**src/rtl/cat_rec_sequencer_pkg.sv**
```systemverilog
// rtl/cat_rec_sequencer_pkg.sv - shared FSM encoding and CTRL/STATUS bit positions
package cat_rec_pkg;

  typedef enum logic [2:0] {
    ST_IDLE   = 3'd0,
    ST_CLEAR  = 3'd1,
    ST_STREAM = 3'd2,
    ST_DRAIN  = 3'd3,
    ST_RESULT = 3'd4,
    ST_LATCH  = 3'd5
  } state_t;

  localparam int CTRL_START      = 0;
  localparam int CTRL_CLEAR_DONE = 1;
  localparam int CTRL_ABORT      = 2;

  localparam int STAT_RESULT = 0;
  localparam int STAT_BUSY   = 1;
  localparam int STAT_DONE   = 2;

endpackage

```
**src/rtl/cat_rec_sequencer_if.sv**
```systemverilog
// rtl/cat_rec_sequencer_if.sv - APB bus bundle between host and the sequencer
interface cat_rec_sequencer_if #(
  parameter int AMBA_WORD       = 24,
  parameter int AMBA_ADDR_DEPTH = 12
);

  logic                       PSEL;
  logic                       PENABLE;
  logic                       PWRITE;
  logic [AMBA_ADDR_DEPTH-1:0] PADDR;
  logic [AMBA_WORD-1:0]       PWDATA;
  logic [AMBA_WORD-1:0]       PRDATA;
  logic                       PREADY;

  modport master (
    output PSEL, PENABLE, PWRITE, PADDR, PWDATA,
    input  PRDATA, PREADY
  );

  modport slave (
    input  PSEL, PENABLE, PWRITE, PADDR, PWDATA,
    output PRDATA, PREADY
  );

endinterface

```
**src/rtl/cat_rec_sequencer_stream_counter.sv**
```systemverilog
// rtl/cat_rec_sequencer_stream_counter.sv - loadable up-counter flagging its last value
module rec_stream_counter #(
  parameter int WIDTH = 12,
  parameter int LAST  = 4094
) (
  input  logic             clk,
  input  logic             rst,
  input  logic             load,
  input  logic [WIDTH-1:0] load_value,
  input  logic             en,
  output logic [WIDTH-1:0] count,
  output logic             last
);

  localparam logic [WIDTH-1:0] LAST_V = WIDTH'(LAST);

  assign last = (count == LAST_V);

  // Wraps straight back to zero at LAST so it never runs past the stream length
  always_ff @(posedge clk or posedge rst) begin
    if (rst) begin
      count <= '0;
    end else if (load) begin
      count <= load_value;
    end else if (en) begin
      count <= last ? '0 : count + WIDTH'(1);
    end
  end

endmodule

```
**src/rtl/cat_rec_sequencer.sv**
```systemverilog
// rtl/cat_rec_sequencer.sv - APB front end and compute scheduler for the cat recognizer
// Optional CTRL abort bit enabled by defining CAT_REC_ABORT_EN.
module cat_rec_sequencer
  import cat_rec_pkg::*;
#(
  parameter int AMBA_WORD       = 24,
  parameter int AMBA_ADDR_DEPTH = 12,
  parameter int NUM_WORDS       = 4095,
  parameter int CTRL_ADDR       = 2**AMBA_ADDR_DEPTH - 1
) (
  input  logic                       clk,
  input  logic                       rst,
  cat_rec_sequencer_if.slave         apb,
  output logic [AMBA_ADDR_DEPTH-1:0] mem_addr,
  output logic                       mem_wr_en,
  output logic [AMBA_WORD-1:0]       mem_wdata,
  output logic                       mem_rd_en,
  output logic                       calc_clear,
  output logic                       calc_en,
  output logic                       get_result,
  input  logic                       calc_out,
  output logic                       cat_rec_out,
  output logic                       busy,
  output logic                       done_irq
);

  localparam logic [AMBA_ADDR_DEPTH-1:0] CTRL_A = AMBA_ADDR_DEPTH'(CTRL_ADDR);
  localparam logic [AMBA_ADDR_DEPTH-1:0] NW_A   = AMBA_ADDR_DEPTH'(NUM_WORDS);

  state_t                     state, state_next;
  logic                       access, ctrl_hit, ctrl_wr, ctrl_rd, mem_wr_req;
  logic                       busy_int, start_ok, abort_req, latch_now;
  logic                       cnt_en, cnt_load, cnt_last;
  logic [AMBA_ADDR_DEPTH-1:0] cnt;
  logic                       done;
  logic [AMBA_WORD-1:0]       status;

  assign access     = apb.PSEL & apb.PENABLE;
  assign ctrl_hit   = (apb.PADDR == CTRL_A);
  assign ctrl_wr    = access & apb.PWRITE & ctrl_hit;
  assign ctrl_rd    = access & ~apb.PWRITE & ctrl_hit;
  assign mem_wr_req = access & apb.PWRITE & ~ctrl_hit;
  assign busy_int   = (state != ST_IDLE);
  assign start_ok   = ctrl_wr & apb.PWDATA[CTRL_START] & ~busy_int;

`ifdef CAT_REC_ABORT_EN
  assign abort_req = ctrl_wr & apb.PWDATA[CTRL_ABORT] & busy_int;
`else
  assign abort_req = 1'b0;
`endif

  // Pixel writes would collide with streaming reads on the shared address, so hold them off
  assign apb.PREADY = ~(apb.PSEL & apb.PWRITE & ~ctrl_hit & busy_int);
  assign mem_wr_en  = mem_wr_req & ~busy_int & (apb.PADDR < NW_A);
  assign mem_wdata  = apb.PWDATA;
  assign mem_addr   = busy_int ? cnt : apb.PADDR;
  assign busy       = busy_int;
  assign latch_now  = (state == ST_LATCH) & ~abort_req;

  always_comb begin
    status              = '0;
    status[STAT_RESULT] = cat_rec_out;
    status[STAT_BUSY]   = busy_int;
    status[STAT_DONE]   = done;
  end

  assign apb.PRDATA = ctrl_rd ? status : '0;

  rec_stream_counter #(
    .WIDTH (AMBA_ADDR_DEPTH),
    .LAST  (NUM_WORDS - 1)
  ) u_counter (
    .clk        (clk),
    .rst        (rst),
    .load       (cnt_load),
    .load_value ('0),
    .en         (cnt_en),
    .count      (cnt),
    .last       (cnt_last)
  );

  always_ff @(posedge clk or posedge rst) begin
    if (rst) begin
      state <= ST_IDLE;
    end else begin
      state <= state_next;
    end
  end

  always_comb begin
    state_next = state;
    calc_clear = 1'b0;
    mem_rd_en  = 1'b0;
    get_result = 1'b0;
    cnt_en     = 1'b0;
    cnt_load   = 1'b0;
    case (state)
      ST_IDLE: begin
        if (start_ok) state_next = ST_CLEAR;
      end
      ST_CLEAR: begin
        calc_clear = 1'b1;
        state_next = ST_STREAM;
      end
      ST_STREAM: begin
        mem_rd_en = 1'b1;
        cnt_en    = 1'b1;
        if (cnt_last) state_next = ST_DRAIN;
      end
      ST_DRAIN:  state_next = ST_RESULT;
      ST_RESULT: begin
        get_result = 1'b1;
        state_next = ST_LATCH;
      end
      ST_LATCH:  state_next = ST_IDLE;
      default:   state_next = ST_IDLE;
    endcase
    if (abort_req) begin
      state_next = ST_IDLE;
      cnt_load   = 1'b1;
    end
  end

  // A completion in the same cycle as clear_done wins: the fresh result must not be lost
  always_ff @(posedge clk or posedge rst) begin
    if (rst) begin
      calc_en     <= 1'b0;
      cat_rec_out <= 1'b0;
      done        <= 1'b0;
      done_irq    <= 1'b0;
    end else begin
      calc_en  <= mem_rd_en;
      done_irq <= 1'b0;
      if ((ctrl_wr & apb.PWDATA[CTRL_CLEAR_DONE]) | start_ok) done <= 1'b0;
      if (latch_now) begin
        cat_rec_out <= calc_out;
        done        <= 1'b1;
        done_irq    <= 1'b1;
      end
    end
  end

endmodule

```
**src/flat_wrapper.sv**
```systemverilog
// flat-port wrapper written by rule: the top's interface ports become plain ports
module cat_rec_sequencer_flat import cat_rec_pkg::*;
#(
  parameter int AMBA_WORD       = 24,
  parameter int AMBA_ADDR_DEPTH = 12,
  parameter int NUM_WORDS       = 4095,
  parameter int CTRL_ADDR       = 2**AMBA_ADDR_DEPTH - 1
)
  (clk, rst, mem_addr, mem_wr_en, mem_wdata, mem_rd_en, calc_clear, calc_en, get_result, calc_out, cat_rec_out, busy, done_irq, apb_PSEL, apb_PENABLE, apb_PWRITE, apb_PADDR, apb_PWDATA, apb_PRDATA, apb_PREADY);
  cat_rec_sequencer_if #(.AMBA_WORD(AMBA_WORD), .AMBA_ADDR_DEPTH(AMBA_ADDR_DEPTH)) apb_i ();
  input  logic clk;
  input  logic rst;
  output logic [AMBA_ADDR_DEPTH-1:0] mem_addr;
  output logic mem_wr_en;
  output logic [AMBA_WORD-1:0] mem_wdata;
  output logic mem_rd_en;
  output logic calc_clear;
  output logic calc_en;
  output logic get_result;
  input  logic calc_out;
  output logic cat_rec_out;
  output logic busy;
  output logic done_irq;
  input wire logic [$bits(apb_i.PSEL)-1:0] apb_PSEL;
  input wire logic [$bits(apb_i.PENABLE)-1:0] apb_PENABLE;
  input wire logic [$bits(apb_i.PWRITE)-1:0] apb_PWRITE;
  input wire logic [$bits(apb_i.PADDR)-1:0] apb_PADDR;
  input wire logic [$bits(apb_i.PWDATA)-1:0] apb_PWDATA;
  output wire logic [$bits(apb_i.PRDATA)-1:0] apb_PRDATA;
  output wire logic [$bits(apb_i.PREADY)-1:0] apb_PREADY;
  assign apb_i.PSEL = apb_PSEL;
  assign apb_i.PENABLE = apb_PENABLE;
  assign apb_i.PWRITE = apb_PWRITE;
  assign apb_i.PADDR = apb_PADDR;
  assign apb_i.PWDATA = apb_PWDATA;
  assign apb_PRDATA = apb_i.PRDATA;
  assign apb_PREADY = apb_i.PREADY;
  cat_rec_sequencer #(.AMBA_WORD(AMBA_WORD), .AMBA_ADDR_DEPTH(AMBA_ADDR_DEPTH), .NUM_WORDS(NUM_WORDS), .CTRL_ADDR(CTRL_ADDR)) u_core (.clk(clk), .rst(rst), .apb(apb_i), .mem_addr(mem_addr), .mem_wr_en(mem_wr_en), .mem_wdata(mem_wdata), .mem_rd_en(mem_rd_en), .calc_clear(calc_clear), .calc_en(calc_en), .get_result(get_result), .calc_out(calc_out), .cat_rec_out(cat_rec_out), .busy(busy), .done_irq(done_irq));
endmodule
```
**config.mk**
```make
export PLATFORM = sky130hd
export DESIGN_NAME = cat_rec_sequencer_flat
export DESIGN_NICKNAME = d
export VERILOG_FILES = /design/src/rtl/cat_rec_sequencer_pkg.sv /design/src/rtl/cat_rec_sequencer_if.sv /design/src/rtl/cat_rec_sequencer_stream_counter.sv /design/src/rtl/cat_rec_sequencer.sv /design/src/flat_wrapper.sv
export SDC_FILE = /design/constraint.sdc
export NUM_CORES = 1
export LEC_CHECK = 0
export CAP_MARGIN = 10
export CELL_PAD_IN_SITES_DETAIL_PLACEMENT = 0
export CELL_PAD_IN_SITES_GLOBAL_PLACEMENT = 2
export CORE_MARGIN = 8
export CORE_UTILIZATION = 18
export CTS_CLUSTER_DIAMETER = 50
export DETAILED_ROUTE_END_ITERATION = 10
export PLACE_DENSITY = 0.83
export SKIP_CTS_REPAIR_TIMING = 1
export SLEW_MARGIN = 15
export SYNTH_ARGS = -nofsm -noshare
export SYNTH_HDL_FRONTEND = slang
export SYNTH_SLANG_ARGS = --single-unit
```
**constraint.sdc**
```tcl
create_clock -name clk -period 5.35 [get_ports clk]
set_clock_uncertainty 0.2 [all_clocks]
set_input_delay 1.07 -clock clk [delete_from_list [all_inputs] [get_ports clk]]
set_output_delay 1.07 -clock clk [all_outputs]
set_load 0.03 [all_outputs]
```
### After elaboration in Yosys (flattened, before gate mapping)

Index checks and enable logic that the tools add are counted.

* register bits after elaboration: 19
* word-level logic and storage cells: 52
* output and inout port bits: 69

* order comparisons: 1
* $add $sub $neg: 1
* eq/ne operators: 9
* mux-type cells: 12
* reductions and logical operators: 4
* bitwise operators: 19

Operators by type and width (number)
* $eq 12x12->1 const B: 2
* $mux 12: 2
* $pmux 3 s5: 1
* $and 1x1->1: 14
* $add 12x1->12 const B: 1
* $lt 12x12->1 const B: 1
* $mux 3: 3
* $eq 3x2->1 const B: 2
* $eq 3x3->1 const B: 2
* $mux 1: 6
* $not 1->1: 4
* $eq 3x1->1 const B: 1
* $logic_not 3->1: 1
* $reduce_bool 3->1: 1
* $ne 2x1->1 const B: 1
* $ne 2x2->1 const B: 1
* $reduce_and 2->1: 1
* $reduce_bool 2->1: 1
* $or 1x1->1: 1

### Depth between registers and ports, before layout

Gate-level depths: netlist of run 1.

* depth in word-level cells: 8
* gate-level depth with buffers: 7
* mapped depth without buffers: 6

### Modules after synthesis

Synthesis of run 1 repeated with hierarchy kept, for this count alone.

* cell total of the unflattened synthesis: 197
* area, all modules: 1771.7 um2

Modules (own cells, without submodules)
* cat_rec_sequencer: area each 944.7 um2, sequential area each 175.2 um2, instances 1, cells each 103
* rec_stream_counter: area each 827.0 um2, sequential area each 300.3 um2, instances 1, cells each 94

### Worst setup path before layout of run 1

OpenSTA, ideal clock, no wires.

* path kind: input -> output
* start point: input apb_PADDR[1]
* end point: output apb_PRDATA[1]
* data arrival time: 2.574 ns
* setup slack: 1.506 ns
* stages on the path: 3
* data required time: 4.080 ns
* path through: nand4_1 or3_1 nor4_1

* longest elaborated chain between the ends: 3

Ends and longest elaborated chain
* start, declared: line flat_wrapper.sv:27 `input wire logic [$bits(apb_i.PADDR)-1:0] apb_PADDR;`
* $eq 12x12->1: line cat_rec_sequencer.sv:39 `assign ctrl_hit = (apb.PADDR == CTRL_A);`
* $and 1x1->1: line cat_rec_sequencer.sv:41 `assign ctrl_rd = access & ~apb.PWRITE & ctrl_hit;`
* $mux 3: line cat_rec_sequencer.sv:67 `assign apb.PRDATA = ctrl_rd ? status : '0;`
* end, declared: line flat_wrapper.sv:29 `output wire logic [$bits(apb_i.PRDATA)-1:0] apb_PRDATA;`

No other way between the ends.

### Worst setup path in the final report of run 1

* start point: input apb_PADDR[1]
* end point: output apb_PRDATA[0]

The elaborated chain is that of the path after synthesis.

==> results of run 1 <==
## worst paths after layout
path                                        endpoint  slack [ns]  cells after the start
max                                    apb_PRDATA[0]        0.83                      6
min                                      u_core.done        0.29                      2
max reg2reg                u_core.u_counter.count[8]        3.33                      5
min reg2reg                              u_core.done        0.29                      2
max in group asynchronous            u_core.state[0]        3.44                      2
min in group asynchronous  u_core.u_counter.count[9]        1.04                      2
## per-layer routing
layer / GRT usage [%] / vias up / part of all wire (%)
li1: - / 609 / -
met1: 7.61 / 564 / 44
met2: 11.3 / 55 / 44
met3: 1.26 / 6 / 10
met4: 3.47 / 0 / 1.8
met5: 0 / - / 0
## logic make-up (layout without fill, tap and decap cells)
kind of cell    after synthesis  in the layout
other cells                   1             21
mux                           2              2
compound gates               18             18
xor+xnor                      5              5
fa+ha+maj                     2              2
buf+inv                      56             56
flops                        19             19
simple gates                 86             86
## tightest hold or removal path: cells and delay by family, from the launching register on
family,cells,cell delay [ns]
flops,1,0.33
compound gates,1,0.07
simple gates,1,0.06
## sequential cells by signal, summed over array words and instances (netlist names)
name	flops
u_core.state	3
u_core.done	1
u_core.done_irq	1
u_core.u_counter.count	12
u_core.cat_rec_out	1
u_core.calc_en	1
## cell usage after synthesis (3+ instances only)
master / instances / area [um2]
a21oi_1: 4 / 20.0
and2_1: 4 / 25.0
buf_4: 45 / 338
clkbuf_1: 3 / 11.3
dfrtp_1: 19 / 475
inv_1: 5 / 18.8
nand2_1: 44 / 165
nand3_1: 4 / 20.0
nand4_1: 8 / 50.1
nor2_1: 5 / 18.8
nor3_1: 3 / 15.0
o21ai_0: 6 / 30.0
xor2_1: 3 / 26.3
## power by group through the flow
| stage | combinational, mW | sequential (mW) | clock (mW) |
|---|---|---|---|
| finish | 0.475 | 0.213 | 0.102 |
| global placement | 0.479 | 0.215 | 0 |
| global route | 0.515 | 0.221 | 0.111 |
| floorplan | 0.338 | 0.221 | 0 |
| CTS | 0.483 | 0.213 | 0.106 |
| detailed placement | 0.481 | 0.215 | 0 |
## cell type report
type / count / share of cell area (%)
Inverter: 6 / 1.29
Multi-Input combinational cell: 134 / 38.6
Timing Repair Buffer: 46 / 24.8
Sequential cell: 19 / 25.8
Clock buffer: 4 / 2.44
Tap cell: 105 / 7.12
==> impl_metrics.csv, run 1 <==
group,metric,value,unit
run_status,status,"completed",
finish,n_antenna_cell,0,
clocking,clk_latency,0.26,ns
place,place_inst,310,
critical_path,required,4.08,ns
logic_synthesis,synth-edff-count,0,
route,drc,0,
logic_synthesis,synth_cell_types,40,
logic_synthesis,yosys_warnings,0,
logic_synthesis,synth_top_family_by_area,"simple AND/OR/NAND/NOR gates",
finish,final_cell_mix,"45 x clkdlybuf4s50_1, 44 x nand2_1, 21 x conb_1",
logic_synthesis,synthMuxAreaShare,1.41,%
floorplanning,dieArea,11600,um2
worst_hold_path,hp-class,"reg2reg",
finish,final_util,22.6,%
floorplanning,coreArea,8180,um2
timing,fmax,221,MHz
logic_synthesis,yosysSeqAreaShare,31.5,%
route,via_per_inst,3.93,
floorplanning,start_util,18.4,%
clocking,htreeDepth,1,
floorplanning,chipHeight,108,um
place,pre_cts_slack,0.787,ns
floorplanning,num_rows,33,
run,cap_violations,0,
critical_path,critPathMaxStageDelay,0.67,ns
power_and_ir_drop,internal_power,404,uW
grt,grt_pass1_vias,1332,
timing,rsz0062_at_grt,"no",
critical_path,crit_family,"buffers and inverters",
clocking,path_clk_slew,0.07,ns
critical_path,r2r-start,"u_core.state[2]",
logic_synthesis,async_flop_share,100,%
critical_path,crit_path_end_kind,"output port",
timing,hold_viol_final,0,
finish,multi_input_area,712,um2
route,num_vias,1234,
power_and_ir_drop,clock_power_share,12.9,%
timing,drv_slew,0,
place,port_buffers,45,
logic_synthesis,synthAdderAreaFrac,1.66,%
worst_hold_path,hold_start,"u_core.done",
grt,antenna_found_initial,0,
finish,regArea,475,um2
critical_path,worst_ep_arrival_time,3.25,ns
logic_synthesis,syn_inst,189,
timing,tns,0,ns
critical_path,critPathMaxFanout,5,
route,firstDrtPassIters,4,
clocking,numCtsBuffers,3,
finish,mostFrequentLayoutCell,"clkdlybuf4s50_1",
power_and_ir_drop,switching_share,48.9,%
critical_path,crit_path_cell_trace,"clkdlybuf4s50_1, nand4_1, or3_1, nor3_1, and2_1, clkdlybuf4s50_1",
clocking,clock_path_buffers,2,
logic_synthesis,synth_xor_area_share,2.90,%
timing,period_share,84.5,%
finish,drive_gt1_share,5.26,%
place,dpl_cell_area,1800,um2
timing,tightest_slew,0.743,ns
critical_path,cp_num_buf_inv,2,
logic_synthesis,synth_seq_cells,19,
route,drtIter0Drc,32,
route,drt-total-wl,3900,um
finish,syn2layout_area_growth,22.4,%
grt,grt_pass1_wl,6380,um
clocking,root_buffer,"clkbuf_8",
critical_path,worst_setup_path_start_kind,"input port",
power_and_ir_drop,p_seq_share,27.0,%
route,drtAntennaViolNets,0,
critical_path,crit_start,"apb_PADDR[1]",
critical_path,cp_slowest_cell,"clkdlybuf4s50_1",
timing,max-slew-margin-rel,50.4,%
critical_path,crit_top_cell,"clkdlybuf4s50_1",
floorplanning,die_x,108,um
finish,fin_area,1850,um2
timing,hold_ws,0.289,ns
grt,grt_overflow,0,
finish,layout.nets,254,
grt,gr-usage-all-layers,6.60,%
power_and_ir_drop,comb_power_share,60.1,%
clocking,clkSinkCount,19,
critical_path,crit_type,"in2out",
power_and_ir_drop,power_density,428,nW/um2
route,routedWlPerCell,12.4,um
logic_synthesis,yosys_most_used_dff,"dfrtp_1",
place,place.gp.congestion,0.762,
logic_synthesis,avgSynthCellArea,7.98,um2
power_and_ir_drop,total_power,790,uW
finish,stdcell_count,314,
finish,n_fill_cell,923,
power_and_ir_drop,vdd_ir_drop_max,0.0826,mV
timing,setup_violations,0,
logic_synthesis,synthSimpleGateAreaFrac,28.9,%
power_and_ir_drop,power_leakage,0.797,nW
floorplanning,ios,111,
logic_synthesis,netlist_area,1510,um2
grt,grt_max_degree,20,
timing,layout_min_cycle_time,4.52,ns
timing,setup_ws,0.828,ns
power_and_ir_drop,p_switching,386,uW
place,hpwl,3150,um
logic_synthesis,synth_compound_area_share,7.14,%
clocking,cts_tree,"done",
Note: power is estimated with default switching activity, not from simulation.
==> run 2, diff against run 1 <==
--- a/config.mk
+++ b/config.mk
@@ -9,10 +9,10 @@
 export CELL_PAD_IN_SITES_DETAIL_PLACEMENT = 0
 export CELL_PAD_IN_SITES_GLOBAL_PLACEMENT = 2
 export CORE_MARGIN = 8
-export CORE_UTILIZATION = 18
+export CORE_UTILIZATION = 15
 export CTS_CLUSTER_DIAMETER = 50
 export DETAILED_ROUTE_END_ITERATION = 10
-export PLACE_DENSITY = 0.83
+export PLACE_DENSITY = 0.74
 export SKIP_CTS_REPAIR_TIMING = 1
 export SLEW_MARGIN = 15
 export SYNTH_ARGS = -nofsm -noshare
==> constraint.sdc (replaced) <==
create_clock -name clk -period 3.7 [get_ports clk]
set_clock_uncertainty 0.2 [all_clocks]
set_input_delay 0.74 -clock clk [delete_from_list [all_inputs] [get_ports clk]]
set_output_delay 0.74 -clock clk [all_outputs]
set_load 0.03 [all_outputs]
==> run 2 against run 1 <==
Combinational power is 44% higher. Count of clock-buffer cells in the layout did not move. Critical path depth did not move. Non-clock buffer count is the same. Register-to-register slack got worse by 1.7 ns. Total power grew 44%. Cell area rose by 1.2%. Utilization down 3.5 points. Routed wire length rose by 2.6%.
==> impl_metrics.csv, run 2 (synthesis results as in run 1) <==
group,metric,value,unit
run_status,status,"completed",
place,pre_cts_slack,0.407,ns
route,num_vias,1234,
critical_path,r2r_slack,1.66,ns
run,cap_violations,0,
place,place.gp.congestion,0.724,
timing,max-slew-margin-rel,49.3,%
worst_hold_path,min_to,"u_core.done",
worst_hold_path,whs_path_depth,2,
finish,largest_reg_flops,12,
finish,mostFrequentLayoutCell,"nand2_1",
route,routedWlPerCell,11.7,um
critical_path,worst_ep_arrival_time,2.35,ns
route,drt-total-wl,4000,um
critical_path,crit_path_end_kind,"output port",
timing,period_share,88.8,%
timing,setup_ws,0.414,ns
floorplanning,dieArea,13500,um2
critical_path,critPathMaxFanout,5,
clocking,clock_path_buffers,2,
clocking,numCtsBuffers,3,
power_and_ir_drop,power_density,611,nW/um2
timing,tightest_slew,0.759,ns
finish,layout.nets,254,
finish,syn2layout_area_growth,23.9,%
place,hpwl,3210,um
finish,top_regs,"u_core.u_counter.count: 12 flops, u_core.state: 3 flops",
floorplanning,num_rows,36,
grt,grt_max_degree,20,
timing,hold_viol_final,0,
floorplanning,start_util,15.4,%
place,port_buffers,45,
timing,fmax,304,MHz
route,drc,0,
clocking,clk_latency,0.26,ns
finish,max_flop_register,"u_core.u_counter.count",
floorplanning,ios,111,
critical_path,r2r-start,"u_core.state[2]",
critical_path,rr_worst_depth,5,
clocking,cts_tree,"done",
clocking,path_clk_slew,0.07,ns
grt,antenna_found_initial,0,
critical_path,worst_setup_path_start_kind,"input port",
critical_path,reg2reg_to,"u_core.u_counter.count[8]",
finish,drive_gt1_share,7.66,%
floorplanning,chipHeight,116,um
floorplanning,die_x,116,um
floorplanning,coreArea,9770,um2
worst_hold_path,hold_start,"u_core.done",
grt,grt_pass1_wl,6340,um
finish,n_antenna_cell,0,
clocking,clkSinkCount,19,
timing,layout_min_cycle_time,3.29,ns
timing,tns,0,ns
route,firstDrtPassIters,4,
finish,final_cell_mix,"44 x nand2_1, 40 x clkdlybuf4s50_1, 21 x conb_1",
critical_path,required,2.76,ns
grt,grt_overflow,0,
timing,rsz0062_at_grt,"no",
power_and_ir_drop,vdd_ir_drop_max,0.232,mV
route,via_per_inst,3.61,
route,drtIter0Drc,55,
timing,setup_violations,0,
route,drtAntennaViolNets,0,
grt,grt_pass1_vias,1260,
clocking,htreeDepth,1,
timing,drv_slew,0,
power_and_ir_drop,power_leakage,0.806,nW
clocking,root_buffer,"clkbuf_8",
critical_path,crit_type,"in2out",
timing,hold_ws,0.303,ns
grt,gr-usage-all-layers,5.87,%
worst_hold_path,hp-class,"reg2reg",
-- run 2: changes by cell type in the layout (fill, tap and decap cells not counted) --
cell	previous run	this run
buf_4	1	6
clkdlybuf4s50_1	45	40
-- run 2: final cells by class --
type	instances	area (um2)
timing repair buffer	46	445
clock buffer	4	45.0
inverter	6	23.8
multi-input combinational	134	712
tap	133	166
fill	1121	7910
sequential	19	475
-- run 2: where the power goes --
| part | switching, mW | internal (mW) |
|---|---|---|
| logic | 0.427 | 0.255 |
| clock network | 0.0707 | 0.0766 |
| registers | 0.0601 | 0.252 |
-- run 2: through the flow --
| step | instances | total power [mW] | area [um2] | utilization [%] |
|---|---|---|---|---|
| 3_5_place_dp | 338 | 1.01 | 1820 | 18.7 |
| 6_report | 342 | 1.14 | 1870 | 19.1 |
| 5_1_grt | 342 | 1.22 | 1870 | 19.1 |
| 2_1_floorplan | 209 | 0.807 | 1580 | - |
| 4_1_cts | 342 | 1.16 | 1870 | 19.1 |
| 3_3_place_gp | 338 | 1.01 | 1820 | 18.7 |
-- run 2: critical path: stages --
cell	delay, ns
clkdlybuf4s50_1	0.48
nand4_1	0.13
or3_1	0.47
nor3_1	0.21
and2_1	0.15
buf_4	0.15
-- run 2: how the worst max path moves through the flow --
stage                             from       endpoint  slack, ns  cells after the start
after global placement    apb_PADDR[1]  apb_PRDATA[0]       0.42                      6
final                     apb_PADDR[1]  apb_PRDATA[2]       0.41                      6
after floorplan           apb_PADDR[1]  apb_PRDATA[1]       0.52                      3
after detailed placement  apb_PADDR[1]  apb_PRDATA[2]       0.41                      6
after global routing      apb_PADDR[1]  apb_PRDATA[2]       0.27                      6
after CTS                 apb_PADDR[1]  apb_PRDATA[2]       0.40                      6
-- run 2: per-layer routing --
layer	global-route usage (%)	routed length, um
met1	7.10	1850
met2	9.09	1610
met3	1.96	454
met4	2.94	76
met5	0	0
==> run 3, diff against run 2 <==
--- a/config.mk
+++ b/config.mk
@@ -8,10 +8,10 @@
 export CAP_MARGIN = 10
 export CELL_PAD_IN_SITES_DETAIL_PLACEMENT = 0
 export CELL_PAD_IN_SITES_GLOBAL_PLACEMENT = 2
-export CORE_MARGIN = 8
 export CORE_UTILIZATION = 15
 export CTS_CLUSTER_DIAMETER = 50
 export DETAILED_ROUTE_END_ITERATION = 10
+export MAX_ROUTING_LAYER = met4
 export PLACE_DENSITY = 0.74
 export SKIP_CTS_REPAIR_TIMING = 1
 export SLEW_MARGIN = 15
==> run 3 against run 2 <==
Worst hold slack about the same. Combinational power down 0.9%. Die area decreased by 23%. Critical path depth unchanged.
==> impl_metrics.csv, run 3 (synthesis results as in run 1) <==
group,metric,value,unit
run_status,status,"completed",
clocking,clock_path_buffers,2,
run,cap_violations,0,
critical_path,worst_ep_arrival_time,2.34,ns
route,via_per_inst,3.62,
finish,final_cell_mix,"44 x nand2_1, 40 x clkdlybuf4s50_1, 21 x conb_1",
grt,gr-usage-all-layers,6.87,%
floorplanning,die_x,102,um
place,pre_cts_slack,0.403,ns
floorplanning,start_util,15.4,%
place,port_buffers,45,
clocking,cts_tree,"done",
timing,max-slew-margin-rel,49.9,%
grt,grt_pass1_vias,1168,
place,hpwl,2670,um
route,drtIter0Drc,27,
floorplanning,num_rows,36,
critical_path,crit_path_end_kind,"output port",
route,routedWlPerCell,10.1,um
route,drc,0,
finish,syn2layout_area_growth,23.9,%
place,place.gp.congestion,0.724,
critical_path,worst_setup_path_start_kind,"input port",
clocking,clkSinkCount,19,
timing,drv_slew,0,
grt,grt_overflow,0,
grt,antenna_found_initial,0,
power_and_ir_drop,total_power,1.13,mW
clocking,htreeDepth,1,
clocking,root_buffer,"clkbuf_8",
finish,top_regs,"u_core.u_counter.count: 12 flops, u_core.state: 3 flops",
finish,n_antenna_cell,0,
route,num_vias,1239,
finish,drive_gt1_share,7.66,%
timing,fmax,305,MHz
floorplanning,ios,111,
timing,hold_ws,0.303,ns
route,drt-total-wl,3470,um
finish,largest_reg_flops,12,
route,firstDrtPassIters,4,
floorplanning,coreArea,9770,um2
timing,tns,0,ns
timing,setup_violations,0,
floorplanning,chipHeight,102,um
critical_path,critPathMaxFanout,5,
grt,grt_pass1_wl,5490,um
timing,layout_min_cycle_time,3.28,ns
power_and_ir_drop,power_density,606,nW/um2
finish,layout.nets,254,
critical_path,required,2.76,ns
clocking,clk_latency,0.26,ns
grt,grt_max_degree,20,
worst_hold_path,hp-class,"reg2reg",
finish,max_flop_register,"u_core.u_counter.count",
power_and_ir_drop,vdd_ir_drop_max,0.224,mV
timing,hold_viol_final,0,
critical_path,crit_type,"in2out",
clocking,numCtsBuffers,3,
finish,mostFrequentLayoutCell,"nand2_1",
timing,period_share,88.6,%
timing,setup_ws,0.421,ns
route,drtAntennaViolNets,0,
critical_path,r2r_slack,1.67,ns
timing,rsz0062_at_grt,"no",
floorplanning,dieArea,10500,um2
clocking,path_clk_slew,0.07,ns
timing,tightest_slew,0.751,ns
power_and_ir_drop,power_leakage,0.806,nW
run 3: path summary, 6_finish.rpt:
check / start / endpoint / cells past startpoint
worst max register to register: u_core.state[2] / u_core.u_counter.count[8] / 5
max in group asynchronous: rst / u_core.u_counter.count[1] / 2
min in group asynchronous: rst / u_core.u_counter.count[11] / 2
worst min register to register: u_core.u_counter.count[11] / u_core.u_counter.count[11] / 1
worst min-delay path: u_core.u_counter.count[11] / u_core.u_counter.count[11] / 1
worst max-delay path: apb_PADDR[1] / apb_PRDATA[0] / 6
run 3: where the power goes:
part           switching [mW]  leakage [nW]  internal (mW)
Clock                  0.0700        0.0228         0.0767
Combinational           0.422         0.534          0.255
Sequential             0.0569         0.248          0.252
run 3: area by class of cell:
class	count	area [um2]
repair buffers	46	445
multi-input cells	134	712
fillers	1104	7910
flip-flops and latches	19	475
clock buffers	4	45.0
inverters	6	23.8
well taps	133	166
run 3: layer usage:
metal / vias up / wire [um] / GRT usage, %
met5: - / 0 / -
met4: 0 / 82 / 3.74
met3: 5 / 329 / 1.23
met2: 63 / 1530 / 11.5
met1: 560 / 1520 / 7.78
li1: 611 / - / -
run 3: through the flow:
stage / util [%] / instance area, um2 / std cells
finish: 19.1 / 1870 / 342
global route: 19.1 / 1870 / 342
CTS: 19.1 / 1870 / 342
detailed placement: 18.7 / 1820 / 338
global placement: 18.7 / 1820 / 338
floorplan: - / 1580 / 209
run 3: worst max-delay path, cell delays in order:
cell and delay, ns:
clkdlybuf4s50_1 0.48, nand4_1 0.13, or3_1 0.46, nor3_1 0.22, and2_1 0.15, buf_4 0.15
